$ cat config.mk
export PLATFORM = sky130hd
export DESIGN_NAME = accel_seq_fsm
export DESIGN_NICKNAME = d
export VERILOG_FILES = /design/src/rtl/accel_ctrl_pkg.sv /design/src/rtl/accel_watchdog.sv /design/src/rtl/accel_seq_fsm.sv
export SDC_FILE = /design/constraint.sdc
export NUM_CORES = 1
export LEC_CHECK = 0
export CAP_MARGIN = 20
export CORE_ASPECT_RATIO = 2
export CORE_MARGIN = 8
export CORE_UTILIZATION = 35
export CTS_BUF_LIST = sky130_fd_sc_hd__clkbuf_8
export DETAILED_ROUTE_END_ITERATION = 10
export GPL_TIMING_DRIVEN = 0
export PLACE_DENSITY_LB_ADDON = 0.3
export RECOVER_POWER = 25
export SYNTH_ARGS = -nofsm -noshare
export SYNTH_HDL_FRONTEND = slang
export SYNTH_SLANG_ARGS = --single-unit
$ cat constraint.sdc
create_clock -name clk -period 3.25 [get_ports clk]
set_clock_uncertainty 0.2 [all_clocks]
set_input_delay 0.65 -clock clk [delete_from_list [all_inputs] [get_ports clk]]
set_output_delay 0.65 -clock clk [all_outputs]
set_load 0.02 [all_outputs]
$ cat src/rtl/accel_ctrl_pkg.sv
//==============================================================================
// Module      : accel_ctrl_pkg
// Description : Shared bus IDs, op encodings, sequencer states and command
//               word field offsets for the accelerator control group.
// Revision    : 1.0 - initial release
//==============================================================================
`default_nettype none

package accel_ctrl_pkg;

    localparam logic [1:0] c_BUS_ID_MEM   = 2'b00;
    localparam logic [1:0] c_BUS_ID_ACCEL = 2'b10;

    localparam logic [1:0] c_OP_RD = 2'b01;
    localparam logic [1:0] c_OP_OP = 2'b11;
    localparam logic [1:0] c_OP_WR = 2'b10;

    // Command word layout: {addr, aux[1:0], dst[1:0], src[1:0], op[1:0]}
    localparam int c_OFS_OP   = 0;
    localparam int c_OFS_SRC  = 2;
    localparam int c_OFS_DST  = 4;
    localparam int c_OFS_AUX  = 6;
    localparam int c_OFS_ADDR = 8;

    typedef enum logic [1:0] {
        ST_IDLE  = 2'd0,
        ST_ISSUE = 2'd1,
        ST_WAIT  = 2'd2,
        ST_DONE  = 2'd3
    } seq_state_e;

endpackage

`default_nettype wire

$ cat src/rtl/accel_watchdog.sv
//==============================================================================
// Module      : accel_watchdog
// Description : Load-clear / enable saturating counter flagging LIMIT-1 counts
//               (LIMIT = 0 disables the flag).
// Revision    : 1.0 - initial release
//==============================================================================
`default_nettype none

module accel_watchdog #(
    parameter int WIDTH = 12,
    parameter int LIMIT = 1024
) (
    input  logic clk,
    input  logic rst_n,
    input  logic clear,
    input  logic enable,
    output logic expired
);

    localparam bit              c_ENABLED = (LIMIT != 0);
    localparam logic [WIDTH-1:0] c_LAST   = WIDTH'((LIMIT == 0) ? 0 : LIMIT - 1);

    logic [WIDTH-1:0] r_count;

    always_ff @(posedge clk or negedge rst_n) begin
        if (!rst_n) begin
            r_count <= '0;
        end else if (clear) begin
            r_count <= '0;
        end else if (enable && (r_count != '1)) begin
            r_count <= r_count + 1'b1;
        end
    end

    assign expired = c_ENABLED && (r_count == c_LAST);

endmodule

`default_nettype wire

$ cat src/rtl/accel_seq_fsm.sv
//==============================================================================
// Module      : accel_seq_fsm
// Description : Accelerator request sequencer: NUM_RD operand reads, one
//               accelerator op, one write-back, then a completion word.
//               Optional perf counters enabled by ACCEL_SEQ_PERF_EN.
// Revision    : 1.0 - initial release
//==============================================================================
`default_nettype none

module accel_seq_fsm
    import accel_ctrl_pkg::*;
#(
    parameter int         ADDRW    = 24,
    parameter logic [1:0] ACCEL_ID = c_BUS_ID_ACCEL,
    parameter logic [1:0] MEM_ID   = c_BUS_ID_MEM,
    parameter int         NUM_RD   = 2,
    parameter int         TO_W     = 12,
    parameter int         TIMEOUT  = 1024
) (
    input  logic                          clk,
    input  logic                          rst_n,
    input  logic                          req_valid,
    input  logic [(NUM_RD+1)*ADDRW+1:0]   req_data,
    output logic                          ready_req_out,
    output logic                          arb_req,
    input  logic                          arb_grant,
    input  logic [2:0]                    ack_in,
    output logic [ADDRW+7:0]              data_out,
    input  logic                          compq_ready_in,
    output logic                          compq_valid_out,
    output logic [ADDRW:0]                compq_data_out
`ifdef ACCEL_SEQ_PERF_EN
    ,
    output logic [15:0]                   perf_done,
    output logic [15:0]                   perf_err
`endif
);

    localparam int         c_REQ_W   = (NUM_RD + 1) * ADDRW + 2;
    localparam int         c_CMD_W   = ADDRW + 8;
    localparam logic [2:0] c_STEP_OP = 3'(NUM_RD);
    localparam logic [2:0] c_STEP_WR = 3'(NUM_RD + 1);

    if ((TIMEOUT >= (1 << TO_W)) || (NUM_RD < 1) || (NUM_RD > 4)) begin : g_param_check
        $error("accel_seq_fsm: TIMEOUT must fit TO_W and NUM_RD must be 1..4");
    end

    seq_state_e         r_state;
    seq_state_e         w_state_nxt;
    logic [2:0]         r_step;
    logic [2:0]         w_step_nxt;
    logic               r_err;
    logic               w_err_nxt;
    logic [c_REQ_W-1:0] r_buf;
    logic               w_load;
    logic               w_wd_clear;
    logic               w_wd_en;
    logic               w_expired;
    logic [2:0]         w_ack_exp;
    logic [1:0]         w_mode;
    logic [ADDRW-1:0]   w_wr_addr;
    logic [ADDRW-1:0]   w_rd_addr [4];
    logic [c_CMD_W-1:0] w_cmd;

    assign w_mode    = r_buf[(NUM_RD + 1) * ADDRW +: 2];
    assign w_wr_addr = r_buf[ADDRW-1:0];

    // rd_addr[0] sits just below mode; unused slots tie to zero
    for (genvar i = 0; i < 4; i++) begin : g_rd_addr
        if (i < NUM_RD) begin : g_used
            assign w_rd_addr[i] = r_buf[(NUM_RD - i) * ADDRW +: ADDRW];
        end else begin : g_unused
            assign w_rd_addr[i] = '0;
        end
    end

    assign w_ack_exp = {1'b1, (r_step == c_STEP_OP) ? ACCEL_ID : MEM_ID};

    accel_watchdog #(
        .WIDTH (TO_W),
        .LIMIT (TIMEOUT)
    ) u_watchdog (
        .clk     (clk),
        .rst_n   (rst_n),
        .clear   (w_wd_clear),
        .enable  (w_wd_en),
        .expired (w_expired)
    );

    always_ff @(posedge clk or negedge rst_n) begin
        if (!rst_n) begin
            r_state <= ST_IDLE;
            r_step  <= '0;
            r_err   <= 1'b0;
            r_buf   <= '0;
        end else begin
            r_state <= w_state_nxt;
            r_step  <= w_step_nxt;
            r_err   <= w_err_nxt;
            if (w_load) begin
                r_buf <= req_data;
            end
        end
    end

    always_comb begin
        w_state_nxt = r_state;
        w_step_nxt  = r_step;
        w_err_nxt   = r_err;
        w_load      = 1'b0;
        w_wd_clear  = 1'b0;
        w_wd_en     = 1'b0;
        case (r_state)
            ST_IDLE: begin
                if (req_valid) begin
                    w_load      = 1'b1;
                    w_step_nxt  = '0;
                    w_err_nxt   = 1'b0;
                    w_state_nxt = ST_ISSUE;
                end
            end
            ST_ISSUE: begin
                if (arb_grant) begin
                    w_wd_clear  = 1'b1;
                    w_state_nxt = ST_WAIT;
                end
            end
            ST_WAIT: begin
                w_wd_en = 1'b1;
                // A matching ACK on the expiry cycle takes priority over the error
                if (ack_in == w_ack_exp) begin
                    if (r_step == c_STEP_WR) begin
                        w_state_nxt = ST_DONE;
                    end else begin
                        w_step_nxt  = r_step + 3'd1;
                        w_state_nxt = ST_ISSUE;
                    end
                end else if (w_expired) begin
                    w_err_nxt   = 1'b1;
                    w_state_nxt = ST_DONE;
                end
            end
            ST_DONE: begin
                if (compq_ready_in) begin
                    w_state_nxt = ST_IDLE;
                end
            end
            default: begin
                w_state_nxt = ST_IDLE;
            end
        endcase
    end

    always_comb begin
        w_cmd = '0;
        if (r_step < c_STEP_OP) begin
            w_cmd[c_OFS_ADDR +: ADDRW] = w_rd_addr[r_step[1:0]];
            w_cmd[c_OFS_AUX  +: 2]     = r_step[1:0];
            w_cmd[c_OFS_DST  +: 2]     = ACCEL_ID;
            w_cmd[c_OFS_SRC  +: 2]     = MEM_ID;
            w_cmd[c_OFS_OP   +: 2]     = c_OP_RD;
        end else if (r_step == c_STEP_OP) begin
            w_cmd[c_OFS_AUX  +: 2]     = {w_mode[1], w_mode[0]};
            w_cmd[c_OFS_DST  +: 2]     = ACCEL_ID;
            w_cmd[c_OFS_SRC  +: 2]     = ACCEL_ID;
            w_cmd[c_OFS_OP   +: 2]     = c_OP_OP;
        end else begin
            w_cmd[c_OFS_ADDR +: ADDRW] = w_wr_addr;
            w_cmd[c_OFS_DST  +: 2]     = MEM_ID;
            w_cmd[c_OFS_SRC  +: 2]     = ACCEL_ID;
            w_cmd[c_OFS_OP   +: 2]     = c_OP_WR;
        end
    end

    always_comb begin
        ready_req_out   = (r_state == ST_IDLE);
        arb_req         = (r_state == ST_ISSUE);
        compq_valid_out = (r_state == ST_DONE);
        data_out        = '0;
        compq_data_out  = '0;
        if ((r_state == ST_ISSUE) || (r_state == ST_WAIT)) begin
            data_out = w_cmd;
        end
        if (r_state == ST_DONE) begin
            compq_data_out = {r_err, w_wr_addr};
        end
    end

`ifdef ACCEL_SEQ_PERF_EN
    logic w_done_hs;

    assign w_done_hs = (r_state == ST_DONE) && compq_ready_in;

    always_ff @(posedge clk or negedge rst_n) begin
        if (!rst_n) begin
            perf_done <= '0;
            perf_err  <= '0;
        end else if (w_done_hs) begin
            if (perf_done != 16'hFFFF) begin
                perf_done <= perf_done + 16'd1;
            end
            if (r_err && (perf_err != 16'hFFFF)) begin
                perf_err <= perf_err + 16'd1;
            end
        end
    end
`endif

endmodule

`default_nettype wire

==> flow_metrics.env <==
export IMPL_relSlewSlack=-0.4191
export IMPL_io_pins=142
export IMPL_min_path_type="flip-flop to flip-flop"
export IMPL_cts_max_path_buffers=2
export IMPL_gp_congestion=0.7888
export IMPL_crit_path_end_kind="output port"
export IMPL_utilization=0.4979
export IMPL_num_vias=3641
export IMPL_chipHeight_um=178.9
export IMPL_dr_wl_met3_um=902
export IMPL_synth_edff_count=0
export IMPL_maxCapViolations=1
export IMPL_p_int_uw=3836
export IMPL_arrival_ns=2.24
export IMPL_num_antenna_cells=0
export IMPL_syn_to_final_growth_pct=39.28
export IMPL_async_flop_share=1.000
export IMPL_ys_ff_latch=92
export IMPL_start_kind="flip-flop"
export IMPL_dp_slack_ns=-1.503
export IMPL_grt_usage=0.1681
export IMPL_min_from="r_buf[40]$_DFFE_PN0P_"
export IMPL_dpl_hpwl_um=10830
export IMPL_wire_per_inst_um=20.36
export IMPL_synth_cell_types=38
export IMPL_path_clk_slew_ns=0.09
export IMPL_drtAntennaViolNets=0
export IMPL_core_area_mm2=0.01299
export IMPL_power_density_mw_per_mm2=1019
export IMPL_rr_startpoint="r_state[0]$_DFFE_PN0P_"
export IMPL_seq_power_share=0.302
export IMPL_wirelength_um=14420
export IMPL_power_switching_uw=2756
export IMPL_die_area_mm2=0.01744
export IMPL_setup_viol=0
export IMPL_dr_wl_met2_um=8020
export IMPL_io_buffers=139
export IMPL_violations="max-capacitance violations, max-slew violations"
export IMPL_grt_max_degree=58
export IMPL_layout_drive_gt1_share=0.3094
export IMPL_drt_iter0_drc=91
export IMPL_hold_ws_ns=0.3072
export IMPL_setup_worst_path_start="r_state[0]$_DFFE_PN0P_"
export IMPL_fillers=1225
export IMPL_setup_ws_ns=0.1640
export IMPL_synth_avg_cell_area_um2=11.76
export IMPL_ys_warn_count=0
export IMPL_cts_sinks=92
export IMPL_period_share=0.9495
export IMPL_highest_layer="met4"
export IMPL_antenna_found_initial=0
export IMPL_p_sw_frac=0.4180
export IMPL_register_area_mm2=0.002303
export IMPL_nets=641
export IMPL_worst_path_max_fanout=8
export IMPL_ir_worst_vdd_uv=548.1
export IMPL_path_buf_inv=4
export IMPL_cts_tree="yes"
export IMPL_fin_crit_ns=3.086
export IMPL_drt_pre_antenna_iters=4
export IMPL_multi_input_area_mm2=0.002207
export IMPL_cts_buffers=9
export IMPL_clkPwrFrac=0.133
export IMPL_synth_ff_type="dfrtp_1"
export IMPL_power_leakage_uw=0.002811
export IMPL_grt_pass1_vias=4220
export IMPL_fp_dieW_um=97.46
export IMPL_power_frac_comb=0.565
export IMPL_wl_met1_um=5178
export IMPL_cp_top_family="buffers and inverters"
export IMPL_crit_chain="inv_1 -> ha_1 -> clkinv_2 -> nor2_2 -> buf_4 -> clkdlybuf4s50_1"
export IMPL_syn_area_mm2=0.004644
export IMPL_drc=0
export IMPL_clk_latency_ns=0.36
export IMPL_layout_cells_non_filler=708
export IMPL_drv_slew=36
export IMPL_status="complete, but fails checks"
export IMPL_via_per_inst=5.143
export IMPL_ctsHoldBuffers=0
export IMPL_seq_area_frac_synth=0.4957
export IMPL_placed_cells=688
export IMPL_grt_first_pass_wirelength_um=23030
export IMPL_critical_path_slowest_cell="clkdlybuf4s50_1"
export IMPL_power_total_uw=6592
export IMPL_cts_root_buffer="clkbuf_8"
export IMPL_max_freq_ghz=0.3240
export IMPL_rows=59
export IMPL_slowest_delay_ns=0.59
export IMPL_grt_setup_unrepaired="no"
export IMPL_start_util=0.3575
export IMPL_crit_type="flip-flop to output port"
export IMPL_h_tree_depth=3
export IMPL_hold_violations=0
export IMPL_required_ns=2.40
export IMPL_gr_total_overflow=0
export IMPL_synthCells=395
export IMPL_worstMarginPinSlew_ns=2.129
[worst paths after layout]
| kind | to | slack (ns) | depth (start not counted) |
|---|---|---|---|
| max in group asynchronous | r_state[1]$_DFFE_PN0P_ | 0.81 | 1 |
| hold / removal | r_buf[40]$_DFFE_PN0P_ | 0.31 | 1 |
| min in group asynchronous | r_state[1]$_DFFE_PN0P_ | 0.68 | 1 |
| setup / recovery | data_out[3] | 0.16 | 6 |
| setup reg to reg | u_watchdog.r_count[9]$_DFFE_PN0P_ | 0.83 | 8 |
| hold reg to reg | r_buf[40]$_DFFE_PN0P_ | 0.31 | 1 |
[cells in the mapped netlist, types with 2 or more instances]
library cell	number	area [um2]
mux2_2	98	1104
dfrtp_1	92	2302
nor2_1	40	150.1
and2_1	26	162.7
a22oi_1	25	187.7
clkbuf_1	13	48.80
inv_1	12	45.04
o21ai_0	10	50.05
ha_1	8	100.1
nor3_1	7	35.03
buf_2	6	30.03
xnor2_1	6	52.55
nand2_1	5	18.77
nand3_1	5	25.02
and3_1	4	25.02
buf_4	4	30.03
mux2i_1	3	30.03
nand2b_1	3	18.77
nor2b_1	3	18.77
a21oi_1	2	10.01
buf_1	2	7.510
nor4_1	2	12.51
o21ai_1	2	10.01
o31ai_1	2	15.01
or4_1	2	15.01
[final cells by class]
type / instances / share of cell area
timing repair buffer: 145 / 0.2083
clock buffer: 10 / 0.02128
inverter: 13 / 0.007737
tap: 152 / 0.02940
multi-input combinational: 266 / 0.3412
buffer: 24 / 0.02244
sequential: 92 / 0.3561
clock inverter: 6 / 0.01354
[per-layer routing]
metal | vias to the layer above | global-route usage
li1 | 1684 | -
met1 | 1819 | 0.1670
met2 | 118 | 0.3152
met3 | 20 | 0.04940
met4 | 0 | 0.07120
met5 | - | 0
[metrics by stage]
step                      area, um2  TNS (ns)
final                          6469         0
after global routing           6469         0
after CTS                      6531         0
after detailed placement       6255    -34.90
after global placement         6230   -223.52
after floorplan                4648         0
[layout by cell type (no fill, tap or decap), types with 3 or more instances in the layout]
master and count:
nand2b_1 3, ha_1 6, clkdlybuf4s50_1 111, nor2_1 38, dfrtp_1 91, nor2b_1 3
and2_1 26, inv_1 13, clkbuf_8 12, and3_1 4, o21ai_0 10, buf_4 8
nand2_1 5, nor3_1 7, buf_2 24, xnor2_1 6, a22oi_1 25, nand3_1 5
mux2_2 98, clkbuf_2 8, clkbuf_1 8, mux2i_1 3
[power groups by stage]
stage | sequential [uW] | clock (uW) | combinational [uW]
2_1_floorplan | 1880 | 0 | 2360
3_3_place_gp | 1970 | 0 | 3840
3_5_place_dp | 2010 | 0 | 3900
4_1_cts | 1990 | 904 | 3870
5_1_grt | 2070 | 946 | 4060
6_report | 1990 | 877 | 3720
[state kept, by name, summed over array words and instances, names as in the netlist]
| name | cells |
|---|---|
| r_step | 3 |
| r_err | 1 |
| r_buf | 74 |
| r_state | 2 |
| u_watchdog.r_count | 12 |
[cell families (layout without fill, tap and decap cells)]
kind of cell / count (synthesis) / in the layout / synth area share
flops: 92 / 92 / 0.4957
fa+ha+maj: 8 / 8 / 0.02155
buf+inv: 38 / 198 / 0.03556
xor+xnor: 7 / 7 / 0.01320
compound gates: 45 / 45 / 0.07004
simple gates: 103 / 103 / 0.1191
mux: 101 / 101 / 0.2441
other cells: 1 / 2 / 0.0008074
[timing repair]
item	4_1_cts	5_1_grt
gates resized for setup	106	18
endpoints found under the setup margin	50	39
cloned	2	0
buffers inserted	2	1
pin swaps	1	1
Note: power is estimated with default switching activity, not from simulation.
